==> config.mk <==
export PLATFORM = sky130hd
export DESIGN_NAME = fa_bist
export DESIGN_NICKNAME = d
export VERILOG_FILES = /design/src/rtl/fa_bist.sv
export SDC_FILE = /design/constraint.sdc
export NUM_CORES = 1
export LEC_CHECK = 0
export CORE_ASPECT_RATIO = 1.1
export CORE_MARGIN = 1.5
export CORE_UTILIZATION = 40
export CTS_BUF_LIST = sky130_fd_sc_hd__clkbuf_4
export CTS_CLUSTER_DIAMETER = 60
export DETAILED_ROUTE_END_ITERATION = 6
export HOLD_SLACK_MARGIN = 0.05
export MAX_ROUTING_LAYER = met4
export PLACE_DENSITY_LB_ADDON = 0.3
export SYNTH_ARGS = -nofsm -noshare
export SYNTH_HDL_FRONTEND = slang
export SYNTH_SLANG_ARGS = --single-unit
==> constraint.sdc <==
create_clock -name clk -period 7.2 [get_ports clk]
set_clock_uncertainty 0.15 [all_clocks]
set_input_delay 1.44 -clock clk [delete_from_list [all_inputs] [get_ports clk]]
set_output_delay 1.44 -clock clk [all_outputs]
set_load 0.05 [all_outputs]
==> src/rtl/fa_bist.sv <==
// Built-in self test for a single full adder: sweeps {a,b,c} over 0..7 and counts
// vectors whose returned sum/carry disagree. Define FA_BIST_FIRST_FAIL_EN to add first-failure capture.
module fa_bist #(
  parameter int unsigned SETTLE_CYCLES = 1
) (
  input  logic       clk,
  input  logic       reset,
  input  logic       start,
  input  logic       carry,
  input  logic       out,
  output logic       a,
  output logic       b,
  output logic       c,
  output logic       busy,
  output logic       done,
  output logic       pass,
  output logic [3:0] err_count
`ifdef FA_BIST_FIRST_FAIL_EN
  ,
  output logic       fail_valid,
  output logic [2:0] fail_vec
`endif
);

  typedef enum logic [1:0] {IDLE, APPLY, CHECK, DONE} state_e;

  localparam logic [3:0] SETTLE_LAST = 4'(SETTLE_CYCLES - 1);

  state_e     state_q, state_d;
  logic [2:0] vec_q, vec_d;
  logic [3:0] cnt_q, cnt_d;
  logic [3:0] err_q, err_d;
  logic       busy_q, busy_d;
  logic       done_q, done_d;
  logic       pass_q, pass_d;
`ifdef FA_BIST_FIRST_FAIL_EN
  logic       fval_q, fval_d;
  logic [2:0] fvec_q, fvec_d;
`endif

  // Expected response is derived from the registered vector, so outputs never see carry/out combinationally.
  logic exp_out, exp_carry, mism;
  assign exp_out   = ^vec_q;
  assign exp_carry = (vec_q[2] & vec_q[1]) | (vec_q[2] & vec_q[0]) | (vec_q[1] & vec_q[0]);
  assign mism      = (out != exp_out) || (carry != exp_carry);

  always_comb begin
    state_d = state_q;
    vec_d   = vec_q;
    cnt_d   = cnt_q;
    err_d   = err_q;
    busy_d  = busy_q;
    done_d  = done_q;
    pass_d  = pass_q;
`ifdef FA_BIST_FIRST_FAIL_EN
    fval_d  = fval_q;
    fvec_d  = fvec_q;
`endif
    case (state_q)
      IDLE, DONE: begin
        if (start) begin
          state_d = APPLY;
          vec_d   = 3'd0;
          cnt_d   = 4'd0;
          err_d   = 4'd0;
          busy_d  = 1'b1;
          done_d  = 1'b0;
          pass_d  = 1'b0;
`ifdef FA_BIST_FIRST_FAIL_EN
          fval_d  = 1'b0;
          fvec_d  = 3'd0;
`endif
        end
      end
      APPLY: begin
        if (cnt_q == SETTLE_LAST) state_d = CHECK;
        else                      cnt_d   = cnt_q + 4'd1;
      end
      CHECK: begin
        err_d = err_q + {3'b000, mism};
`ifdef FA_BIST_FIRST_FAIL_EN
        if (mism && !fval_q) begin
          fval_d = 1'b1;
          fvec_d = vec_q;
        end
`endif
        if (vec_q == 3'd7) begin
          state_d = DONE;
          busy_d  = 1'b0;
          done_d  = 1'b1;
          pass_d  = (err_d == 4'd0);
        end else begin
          state_d = APPLY;
          vec_d   = vec_q + 3'd1;
          cnt_d   = 4'd0;
        end
      end
      default: state_d = IDLE;
    endcase
  end

  always_ff @(posedge clk) begin
    if (reset) begin
      state_q <= IDLE;
      vec_q   <= 3'd0;
      cnt_q   <= 4'd0;
      err_q   <= 4'd0;
      busy_q  <= 1'b0;
      done_q  <= 1'b0;
      pass_q  <= 1'b0;
`ifdef FA_BIST_FIRST_FAIL_EN
      fval_q  <= 1'b0;
      fvec_q  <= 3'd0;
`endif
    end else begin
      state_q <= state_d;
      vec_q   <= vec_d;
      cnt_q   <= cnt_d;
      err_q   <= err_d;
      busy_q  <= busy_d;
      done_q  <= done_d;
      pass_q  <= pass_d;
`ifdef FA_BIST_FIRST_FAIL_EN
      fval_q  <= fval_d;
      fvec_q  <= fvec_d;
`endif
    end
  end

  assign {a, b, c}  = vec_q;
  assign busy       = busy_q;
  assign done       = done_q;
  assign pass       = pass_q;
  assign err_count  = err_q;
`ifdef FA_BIST_FIRST_FAIL_EN
  assign fail_valid = fval_q;
  assign fail_vec   = fvec_q;
`endif

endmodule

======== Word level (Yosys, flattened, before mapping) ========
Index checks and enable logic that the tools add are counted.
word-level totals
  bits in registers ....................... 16
  bits of input ports ..................... 5
  output and inout port bits .............. 10
  word-level logic and storage cells ...... 58
cells by class
  $add $sub $neg .......................... 3
  equal/unequal tests ..................... 11
  mux-type cells .......................... 20
  bitwise operators ....................... 5
  reduce and logical (&&, ||, !) cells .... 12
operator list
  cell                                                                   number
  4-bit 2-to-1 mux                                                       3
  4-bit one-hot mux with 3 select lines                                  1
  2-bit inequality test, second input constant                           5
  3-bit AND reduction                                                    3
  4-bit zero test                                                        2
  4-bit one-hot mux with 2 select lines                                  1
  2-bit 2-to-1 mux                                                       3
  3-bit 2-to-1 mux                                                       2
  1-bit one-hot mux with 2 select lines                                  3
  2-bit one-hot mux with 3 select lines                                  1
  3-bit one-hot mux with 2 select lines                                  1
  1-bit 2-to-1 mux                                                       5
  4-bit by 1-bit adder with 4-bit output                                 1
  4-bit by 1-bit adder with 4-bit output, second input constant          1
  2-bit equality test, second input constant                             2
  2-bit AND reduction                                                    2
  3-bit by 1-bit adder with 3-bit output, second input constant          1
  1-bit bitwise AND                                                      3
  3-bit equality test, second input constant                             1
  3-bit parity                                                           1
  2-bit by 1-bit equality test with 1-bit output, second input constant  1
  2-bit zero test                                                        1
  1-bit inequality test                                                  2
  1-bit bitwise OR                                                       2
  other kinds (3)                                                        3

======== Logic depth before layout (Yosys ltp) ========
Gate-level depths: netlist of run 1.
  depth in word-level cells ............... 9
  mapped depth ............................ 9
  depth with buffers taken out ............ 9

======== Worst setup path after synthesis of run 1 ========
No wires, ideal clock.
  path kind ............................... register to register
  start ................................... reg vec_q[2]
  end ..................................... reg pass_q (netlist: pass)
  library setup time ...................... 92 ps
  arrival ................................. 2558 ps
  data required time ...................... 6958 ps
  path slack .............................. 4400 ps
  stages on the path, launching flop included .. 10
  clock period less this slack ............ 2800 ps
  cell sequence ........................... dfxtp_1 > clkinv_1 > fa_1 > xor2_1 > nand2_1 > ha_1 > ha_1 > nor4_1 > nand3_1 > o32ai_1
between the ends
  word-level cells in the longest chain between the ends .. 9
RTL lines
  item                                    RTL line  RTL
  start: declaration                      30        logic [2:0] vec_q, vec_d;
  start signal: assignment                117       vec_q <= vec_d;
  1-bit bitwise AND                       44        assign exp_carry = (vec_q[2] & vec_q[1]) | (vec_q[2] & vec_q[0]) | (vec_q[1] & vec_q[0]);
  1-bit bitwise OR (2 in a row)           44
  1-bit inequality test                   45        assign mism = (out != exp_out) || (carry != exp_carry);
  1-bit logical OR                        45
  4-bit by 1-bit adder with 4-bit output  80        err_d = err_q + {3'b000, mism};
  4-bit zero test                         91        pass_d = (err_d == 4'd0);
  1-bit 2-to-1 mux                        87        if (vec_q == 3'd7) begin
  1-bit one-hot mux with 2 select lines   59        case (state_q)
  end signal: assignment                  122       pass_q <= pass_d;
  end: declaration                        35        logic pass_q, pass_d;
Parallel ways exist; a longest one is shown, timed or not. The select of a mux whose other input is x is not followed.
A chain may end at the register's enable or synchronous reset.

======== Final worst setup path of run 1 ========
  start ................................... reg vec_q[1]
  end ..................................... out b
RTL lines
  item              RTL line  RTL
  end: declaration  12        output logic b,
No word-level cell between the ends.

==> results of run 1 <==
## metrics by stage
stage,setup WS (ns),instance area [µm²]
floorplan,4.40,975
global placement,3.86,1120
detailed placement,3.82,1120
CTS,4.04,1150
global route,3.96,1150
finish,4.05,1150
## synthesized netlist by cell type, drive strengths merged
| cell type | number |
|---|---|
| nor4 | 1 |
| inv | 8 |
| o32ai | 1 |
| a32oi | 2 |
| clkinv | 1 |
| nor3 | 3 |
| nor2 | 12 |
| a221o | 1 |
| or2 | 1 |
| a22oi | 5 |
| o22ai | 1 |
| buf | 2 |
| clkbuf | 3 |
| dfxtp | 16 |
| xor2 | 2 |
| nand2 | 10 |
| o211ai | 1 |
| nor2b | 4 |
| xnor2 | 2 |
| nor3b | 2 |
| fa | 1 |
| nand3 | 5 |
| nand4b | 1 |
| and2 | 1 |
| mux2i | 1 |
| and3 | 1 |
| a21oi | 11 |
| a31oi | 2 |
| o21ai | 4 |
| nand2b | 2 |
| or3b | 1 |
| ha | 9 |
| a211oi | 1 |
## cells by family (layout without fill, tap and decap cells)
group | after synthesis | after routing
mux | 1 | 1
fa+ha+maj | 10 | 10
flops | 16 | 16
compound gates | 29 | 29
xor+xnor | 4 | 4
simple gates | 44 | 44
buf+inv | 14 | 26
## worst paths after layout
path                            slack (ns)           endpoint                   from
worst min register to register        0.35  pass$_SDFFE_PP0P_      pass$_SDFFE_PP0P_
worst max-delay path                  4.05                  b  vec_q[1]$_SDFFE_PP0P_
worst min-delay path                  0.35  pass$_SDFFE_PP0P_      pass$_SDFFE_PP0P_
worst max register to register        4.66  pass$_SDFFE_PP0P_  vec_q[2]$_SDFFE_PP0P_
## cell usage in the layout, fill, tap and decap left out, types with 2 or more instances in the layout
cell | synthesis | routed
xor2_1 | 2 | 2
o21ai_1 | 2 | 2
clkbuf_4 | 0 | 3
xnor2_1 | 2 | 2
a31oi_1 | 2 | 2
a21oi_1 | 10 | 10
nand2_1 | 10 | 10
nand3_1 | 5 | 5
nor3b_1 | 2 | 2
a22oi_1 | 5 | 5
inv_1 | 7 | 7
nor3_1 | 3 | 3
nor2b_1 | 4 | 4
ha_1 | 9 | 9
nor2_1 | 12 | 12
clkdlybuf4s50_1 | 0 | 14
nand2b_1 | 2 | 2
dfxtp_1 | 16 | 16
a32oi_1 | 2 | 2
## area by class of cell
class / instances / area (µm²)
well taps: 30 / 37.5
repair buffers: 14 / 140
fillers: 226 / 1130
flip-flops and latches: 16 / 320
multi-input cells: 88 / 593
inverters: 9 / 33.8
clock buffers: 3 / 22.5
## state kept, by name, summed over array words and instances, names as in the netlist
signal and count:
busy 1, done 1, cnt_q 4, pass 1
err_count 4, vec_q 3, state_q 2
## power breakdown
part / switching (mW) / internal (mW) / total (mW)
registers: 0.00255 / 0.0911 / 0.0937
logic: 0.0284 / 0.0159 / 0.0444
clock network: 0.0263 / 0.0194 / 0.0457
## worst min-delay path: cells and delay by family, from the launching register on
| family | cells | cell delay, ns |
|---|---|---|
| AO/OA/AOI/OAI | 1 | 0.08 |
| flip-flops | 1 | 0.33 |
| buffers and inverters | 1 | 0.05 |
## routing by layer
metal	up-vias	GRT usage	part of all wire
met3	5	0.0328	0.021
met1	388	0.176	0.47
li1	440	-	-
met4	0	0.0880	0.020
met5	-	-	0
met2	12	0.285	0.48
==> impl_metrics.yaml, run 1 <==
run_status:
  status: "complete, no violations"
clocking:
  htree_levels: 1
  hold_buffers: 0
  cts_resized: 0
  insertion_delay_ns: 0.28
  cts.sinks: 16
  post_cts_buffers: 0
  cts_buffer_depth: 2
  clk_pin_slew_ns: 0.09
  cts_tree: "done"
  numCtsBuffers: 3
  cts_root_buf: "clkbuf_4"
finish:
  finalNonFillerCells: 160
  utilization: 0.504
  layout.nets: 147
  syn2layout_area_growth_pct: 17.7
  drive_gt1_frac: 0.0615
  diodes: 0
sta:
  fin_setup_tns_ns: 0
  min_period_ns: 3.15
  rsz0062_at_grt: "false"
  relSlewSlack: 0.557
  final-max-slew-violation-count: 0
  timing.fmax_mhz: 318
  final-hold-violation-count: 0
  post-route-period-util: 0.437
  holdWs_ns: 0.345
  setup_viol: 0
  worstMarginPinSlew_ns: 0.663
logic_synthesis:
  ys_types: 38
  synth_top_family_by_area: "simple AND/OR/NAND/NOR gates"
  yosys-top-cells-area: "dfxtp_1 33%, ha_1 12%, a21oi_1 5.1%"
  synthAdderAreaFrac: 0.136
  synth_compound_area_frac: 0.200
  synthSimpleGateAreaFrac: 0.226
  synth.avg_cell_area_um2: 8.26
  synthMuxAreaShare: 0.0103
  syn-num-nets: 133
  syn_inst: 118
  synth_top_area_share: 0.329
  netlist_area_um2: 975
  yosys_register_bits: 16
  synthXorXnorAreaFrac: 0.0359
  yosysWarnings: 0
  yosysTopAreaCell: "dfxtp_1"
  ys_seq_area_frac: 0.329
worst_setup_path:
  cp-start-kind: "register"
  path_cells: "clkdlybuf4s50_1"
  path_max_fanout: 6
  setup.worst_path.end_class: "output pin"
  reg2regPathDepth: 9
  worst_path_max_delay_cell: "clkdlybuf4s50_1"
  crit_type: "register to output pin"
  cp.arrival_ns: 1.56
  cpLargestDelayFamily: "buffers and inverters"
  critPathBufInv: 1
  cp.depth: 1
  required_ns: 5.61
  cp_slowest_stage_delay_ns: 0.84
floorplan:
  dieArea_um2: 2740
  core_um2: 2270
  die_w_um: 50.1
  io_pins: 15
  die_height_um: 54.8
  rows: 18
  start_util: 0.428
routing:
  viasPerCell: 5.28
  first_iter_violations: 13
  ant_nets: 0
  wl_per_cell_um: 11.7
  first_pass_iters: 2
  vias: 845
  wl_um: 1880
  drc: 0
power:
  power.total_mw: 0.184
  peakVddDrop_mv: 0.0876
  p_leak_nw: 0.407
  power_density_nw_per_um2: 160
place:
  dp_hpwl_um: 1420
  dp.cells: 157
  routabilityCongestion: 0.787
  io_buffers: 14
global_route:
  grt_pass1_wl_um: 3260
  grtUsageTotal: 0.163
  antenna_found_initial: 0
  first_global_vias: 768
  gr-total-overflow: 0
  grt_max_degree: 18
hold_path:
  holdPathStages: 2
  hold_path_class: "register to register"
flow_run:
  max-cap-violations: 0
Power figures use the tool's default switching activity.
==> run 2, diff against run 1 <==
==> constraint.sdc (replaced) <==
create_clock -name clk -period 2.67 [get_ports clk]
set_clock_uncertainty 0.15 [all_clocks]
set_input_delay 0.534 -clock clk [delete_from_list [all_inputs] [get_ports clk]]
set_output_delay 0.534 -clock clk [all_outputs]
set_load 0.05 [all_outputs]
==> run 2 against run 1 <==
Against the previous run:
- design area rose by 0.87%
- setup slack got worse by 3.9 ns
- global-route usage rose by 0.061 points
==> impl_metrics.yaml, run 2 (same netlist as run 1, synthesis figures left out) <==
run_status:
  status: "complete, no violations"
sta:
  min_period_ns: 2.47
  worstMarginPinSlew_ns: 0.527
  post-route-period-util: 0.925
  final-max-slew-violation-count: 0
  rsz0062_at_grt: "false"
  timing.fmax_mhz: 405
  setup_viol: 0
  relSlewSlack: 0.648
  fin_setup_tns_ns: 0
  final-hold-violation-count: 0
hold_path:
  holdPathEnd: "pass$_SDFFE_PP0P_"
  holdPathStages: 2
  min-delay-start: "pass$_SDFFE_PP0P_"
  hold_path_class: "register to register"
global_route:
  grt_max_degree: 14
  grtUsageTotal: 0.163
  first_global_vias: 801
  antenna_found_initial: 0
  gr-total-overflow: 0
  grt_pass1_wl_um: 3370
finish:
  regArea_um2: 323
  layout.nets: 148
  n_fill_cell: 237
  diodes: 0
  syn2layout_area_growth_pct: 18.7
  finalNonFillerCells: 161
  drive_gt1_frac: 0.0840
  multi_input_area_um2: 593
  final_cell_mix: "14 x dfxtp_1, 14 x clkdlybuf4s50_1, 12 x nor2_1"
  finalInstanceArea_um2: 1160
power:
  peakVddDrop_mv: 0.297
  power.total_mw: 0.497
  p_leak_nw: 0.413
  power_density_nw_per_um2: 429
worst_setup_path:
  worst_path_max_delay_cell: "fa_1"
  critPathBufInv: 1
  crit_type: "register to register"
  path_cells: "clkinv_1 -> fa_1 -> xor2_1 -> nand2_1 -> ha_1 -> ha_1 -> nor4_1 -> nand3_1 -> o32ai_1"
  r2r_start: "vec_q[2]$_SDFFE_PP0P_"
  required_ns: 2.71
  cp.arrival_ns: 2.51
  cp-start-kind: "register"
  cpMostUsedCell: "ha_1"
  r2r_setup_slack_ns: 0.20
  setup.worst_path.end_class: "register"
  cpLargestDelayFamily: "adder cells"
  reg2regPathDepth: 9
  path_max_fanout: 4
  cp_slowest_stage_delay_ns: 0.56
  reg2reg_to: "pass$_SDFFE_PP0P_"
clocking:
  clk_pin_slew_ns: 0.09
  insertion_delay_ns: 0.28
  cts_tree: "done"
  hold_buffers: 0
  cts_resized: 0
  post_cts_buffers: 0
  htree_levels: 1
  cts_buffer_depth: 2
  cts_root_buf: "clkbuf_4"
  cts.sinks: 16
  numCtsBuffers: 3
routing:
  wl_um: 1860
  drc: 0
  vias: 839
  first_iter_violations: 14
  first_pass_iters: 4
  viasPerCell: 5.21
  ant_nets: 0
  wl_per_cell_um: 11.5
floorplan:
  io_pins: 15
  die_height_um: 54.8
  dieArea_um2: 2740
  rows: 18
  start_util: 0.428
  core_um2: 2270
  die_w_um: 50.1
flow_run:
  max-cap-violations: 0
place:
  dp_hpwl_um: 1410
  place_area_um2: 1130
  dp.cells: 158
  io_buffers: 14
  routabilityCongestion: 0.778
==> run 2: cell count changes in the layout (fill, tap and decap cells not counted) <==
| cell | change |
|---|---|
| buf_4 | +1 |
| dfxtp_2 | +2 |
| dfxtp_1 | -2 |
==> run 2: layout make-up <==
class,count,share of cell area
tap,30,0.0324
clock buffer,3,0.0195
sequential,16,0.279
inverter,9,0.0292
multi-input combinational,88,0.512
timing repair buffer,15,0.128
==> run 2: how the worst max path moves through the flow <==
stage                           from           endpoint  slack (ns)  depth (start not counted)
6_report       vec_q[2]$_SDFFE_PP0P_  pass$_SDFFE_PP0P_        0.20                          9
5_1_grt        vec_q[2]$_SDFFE_PP0P_  pass$_SDFFE_PP0P_        0.05                          9
4_1_cts        vec_q[2]$_SDFFE_PP0P_  pass$_SDFFE_PP0P_        0.18                          9
3_5_place_dp                     out  pass$_SDFFE_PP0P_        0.20                          8
3_3_place_gp                     out  pass$_SDFFE_PP0P_        0.23                          8
2_1_floorplan  vec_q[0]$_SDFFE_PP0P_  pass$_SDFFE_PP0P_        0.01                          9
==> run 2: report_power, final <==
group,internal [mW],leakage [nW],total [mW],switching (mW)
registers,0.246,0.131,0.252,0.00646
logic,0.0439,0.269,0.122,0.0777
clock network,0.0522,0.0138,0.123,0.0706
total,0.342,0.413,0.497,0.155
==> run 2: worst register-to-register path: cells and delay by family, from the launching register on <==
kind,cells,cell delay (ns)
adder cells (fa/ha/maj),3,1.04
flip-flops,1,0.37
AND/OR/NAND/NOR,3,0.47
buffers and inverters,1,0.11
XOR/XNOR,1,0.15
AO/OA/AOI/OAI,1,0.12
==> run 2: routing by layer <==
layer,GRT usage,vias up,wire [µm]
met5,-,-,0
met4,0.0694,0,13
met3,0.0246,2,46
met2,0.270,12,888
met1,0.201,385,908
li1,-,440,-
==> run 2: through the flow <==
stage	utilization	hold WS, ns	setup WS [ns]
after detailed placement	0.499	0.321	0.201
after floorplan	-	0.336	0.0128
after global placement	0.499	0.320	0.232
final	0.509	0.333	0.200
after global routing	0.509	0.383	0.0544
after CTS	0.509	0.336	0.183
==> run 3, diff against run 2 <==
==> constraint.sdc (replaced) <==
create_clock -name clk -period 2.67 [get_ports clk]
set_clock_uncertainty 0.15 [all_clocks]
set_input_delay 0.534 -clock clk [delete_from_list [all_inputs] [get_ports clk]]
set_output_delay 0.534 -clock clk [all_outputs]
set_load 0.1 [all_outputs]
==> run 3 against run 2 <==
Against the previous run:
- setup slack got worse by 0.031 ns
- via count increased by 1.2%
- maximum frequency decreased by 1.3%
- core utilization decreased by 0.39 points
- critical endpoint unchanged
- largest cell class unchanged
- highest routed layer unchanged
==> impl_metrics.yaml, run 3 (same netlist as run 1, synthesis figures left out) <==
finish:
  finalInstanceArea_um2: 1150
  final_cell_mix: "13 x dfxtp_1, 12 x nor2_1, 11 x buf_4"
  regArea_um2: 329
  diodes: 0
  multi_input_area_um2: 599
  layout.nets: 148
  drive_gt1_frac: 0.174
  n_fill_cell: 229
  syn2layout_area_growth_pct: 17.8
  layout_commonest_cell: "dfxtp_1"
sta:
  worstMarginPinSlew_ns: 0.554
  final-hold-violation-count: 0
  post-route-period-util: 0.937
  timing.fmax_mhz: 400
  setup_viol: 0
  relSlewSlack: 0.630
  rsz0062_at_grt: "false"
  setup_ws_ns: 0.169
  fin_setup_tns_ns: 0
  min_period_ns: 2.50
  final-max-slew-violation-count: 0
power:
  p_comb_frac: 0.261
  p_seq_frac: 0.486
  power_density_nw_per_um2: 448
  peakVddDrop_mv: 0.243
  netSwitchingFraction: 0.337
  clkPwrFrac: 0.252
  p_sw_mw: 0.174
  intPower_mw: 0.341
  p_leak_nw: 0.436
place:
  place_ws_ns: 0.197
  io_buffers: 14
  dp_hpwl_um: 1440
  routabilityCongestion: 0.729
  place_area_um2: 1120
flow_run:
  max-cap-violations: 0
global_route:
  grt_pass1_wl_um: 3330
  met1_usage: 0.214
  grt_util_met3: 0.0273
  use_met2: 0.261
  first_global_vias: 773
  gr-total-overflow: 0
  grtUsageTotal: 0.166
  antenna_found_initial: 0
  grt_most_used_layer: "met2"
  grt_max_degree: 14
routing:
  first_iter_violations: 11
  first_pass_iters: 3
  wl_per_cell_um: 11.8
  wl_um: 1920
  vias: 849
  viasPerCell: 5.24
  ant_nets: 0
  drc: 0
clocking:
  cts_root_buf: "clkbuf_4"
  cts_buffer_depth: 2
  insertion_delay_ns: 0.28
  htree_levels: 1
  cts_tree: "done"
  hold_buffers: 0
  clk_pin_slew_ns: 0.09
  numCtsBuffers: 3
  cts.sinks: 16
floorplan:
  start_util: 0.428
  dieArea_um2: 2740
  core_um2: 2270
  die_w_um: 50.1
  rows: 18
  die_height_um: 54.8
  io_pins: 15
worst_setup_path:
  setup.worst_path.end_class: "register"
  cp-start-kind: "register"
  path_max_fanout: 4
  required_ns: 2.72
  crit_type: "register to register"
  cp.arrival_ns: 2.55
hold_path:
  hold_path_class: "register to register"
run_status:
  status: "complete, no violations"
run 3: critical path, stage by stage, from the launching register on:
cell and delay (ns):
dfxtp_4 0.37, clkinv_1 0.10, fa_1 0.56, xor2_1 0.14, nand2_1 0.08, ha_1 0.20
ha_1 0.31, nor4_2 0.29, nand3_1 0.10, o32ai_1 0.12
run 3: final timing paths:
check,from,slack (ns),cells past startpoint,endpoint
max,vec_q[2]$_SDFFE_PP0P_,0.17,9,pass$_SDFFE_PP0P_
min,pass$_SDFFE_PP0P_,0.34,2,pass$_SDFFE_PP0P_
max reg2reg,vec_q[2]$_SDFFE_PP0P_,0.17,9,pass$_SDFFE_PP0P_
min reg2reg,pass$_SDFFE_PP0P_,0.34,2,pass$_SDFFE_PP0P_
run 3: per-layer routing:
metal	vias up	wire [µm]
met4	0	23
li1	443	-
met3	4	66
met1	389	1000
met2	13	825
met5	-	0
run 3: power groups by stage:
stage,logic [mW],registers [mW],clock network [mW]
floorplan,0.0829,0.280,0
global placement,0.132,0.256,0
detailed placement,0.134,0.256,0
CTS,0.134,0.251,0.133
global route,0.149,0.252,0.146
finish,0.134,0.250,0.130
run 3: final cells by class:
| cell class | count | share of cell area |
|---|---|---|
| clock buffers | 3 | 0.0196 |
| clock inverters | 1 | 0.00327 |
| inverters | 9 | 0.0294 |
| multi-input cells | 88 | 0.522 |
| flip-flops and latches | 16 | 0.286 |
| well taps | 30 | 0.0327 |
| repair buffers | 15 | 0.107 |
run 3: what timing repair did:
action                     4_1_cts  5_1_grt
setup endpoints to repair        0        1
gates resized for setup          0        1
setup buffers                    0        0
run 3: metrics by stage:
step / total power [mW] / hold WS [ns] / cells / utilization
after floorplan: 0.363 / 0.336 / 118 / -
after global placement: 0.388 / 0.312 / 158 / 0.491
after detailed placement: 0.390 / 0.321 / 158 / 0.491
after CTS: 0.518 / 0.335 / 162 / 0.502
after global routing: 0.546 / 0.360 / 162 / 0.505
final: 0.515 / 0.337 / 162 / 0.505
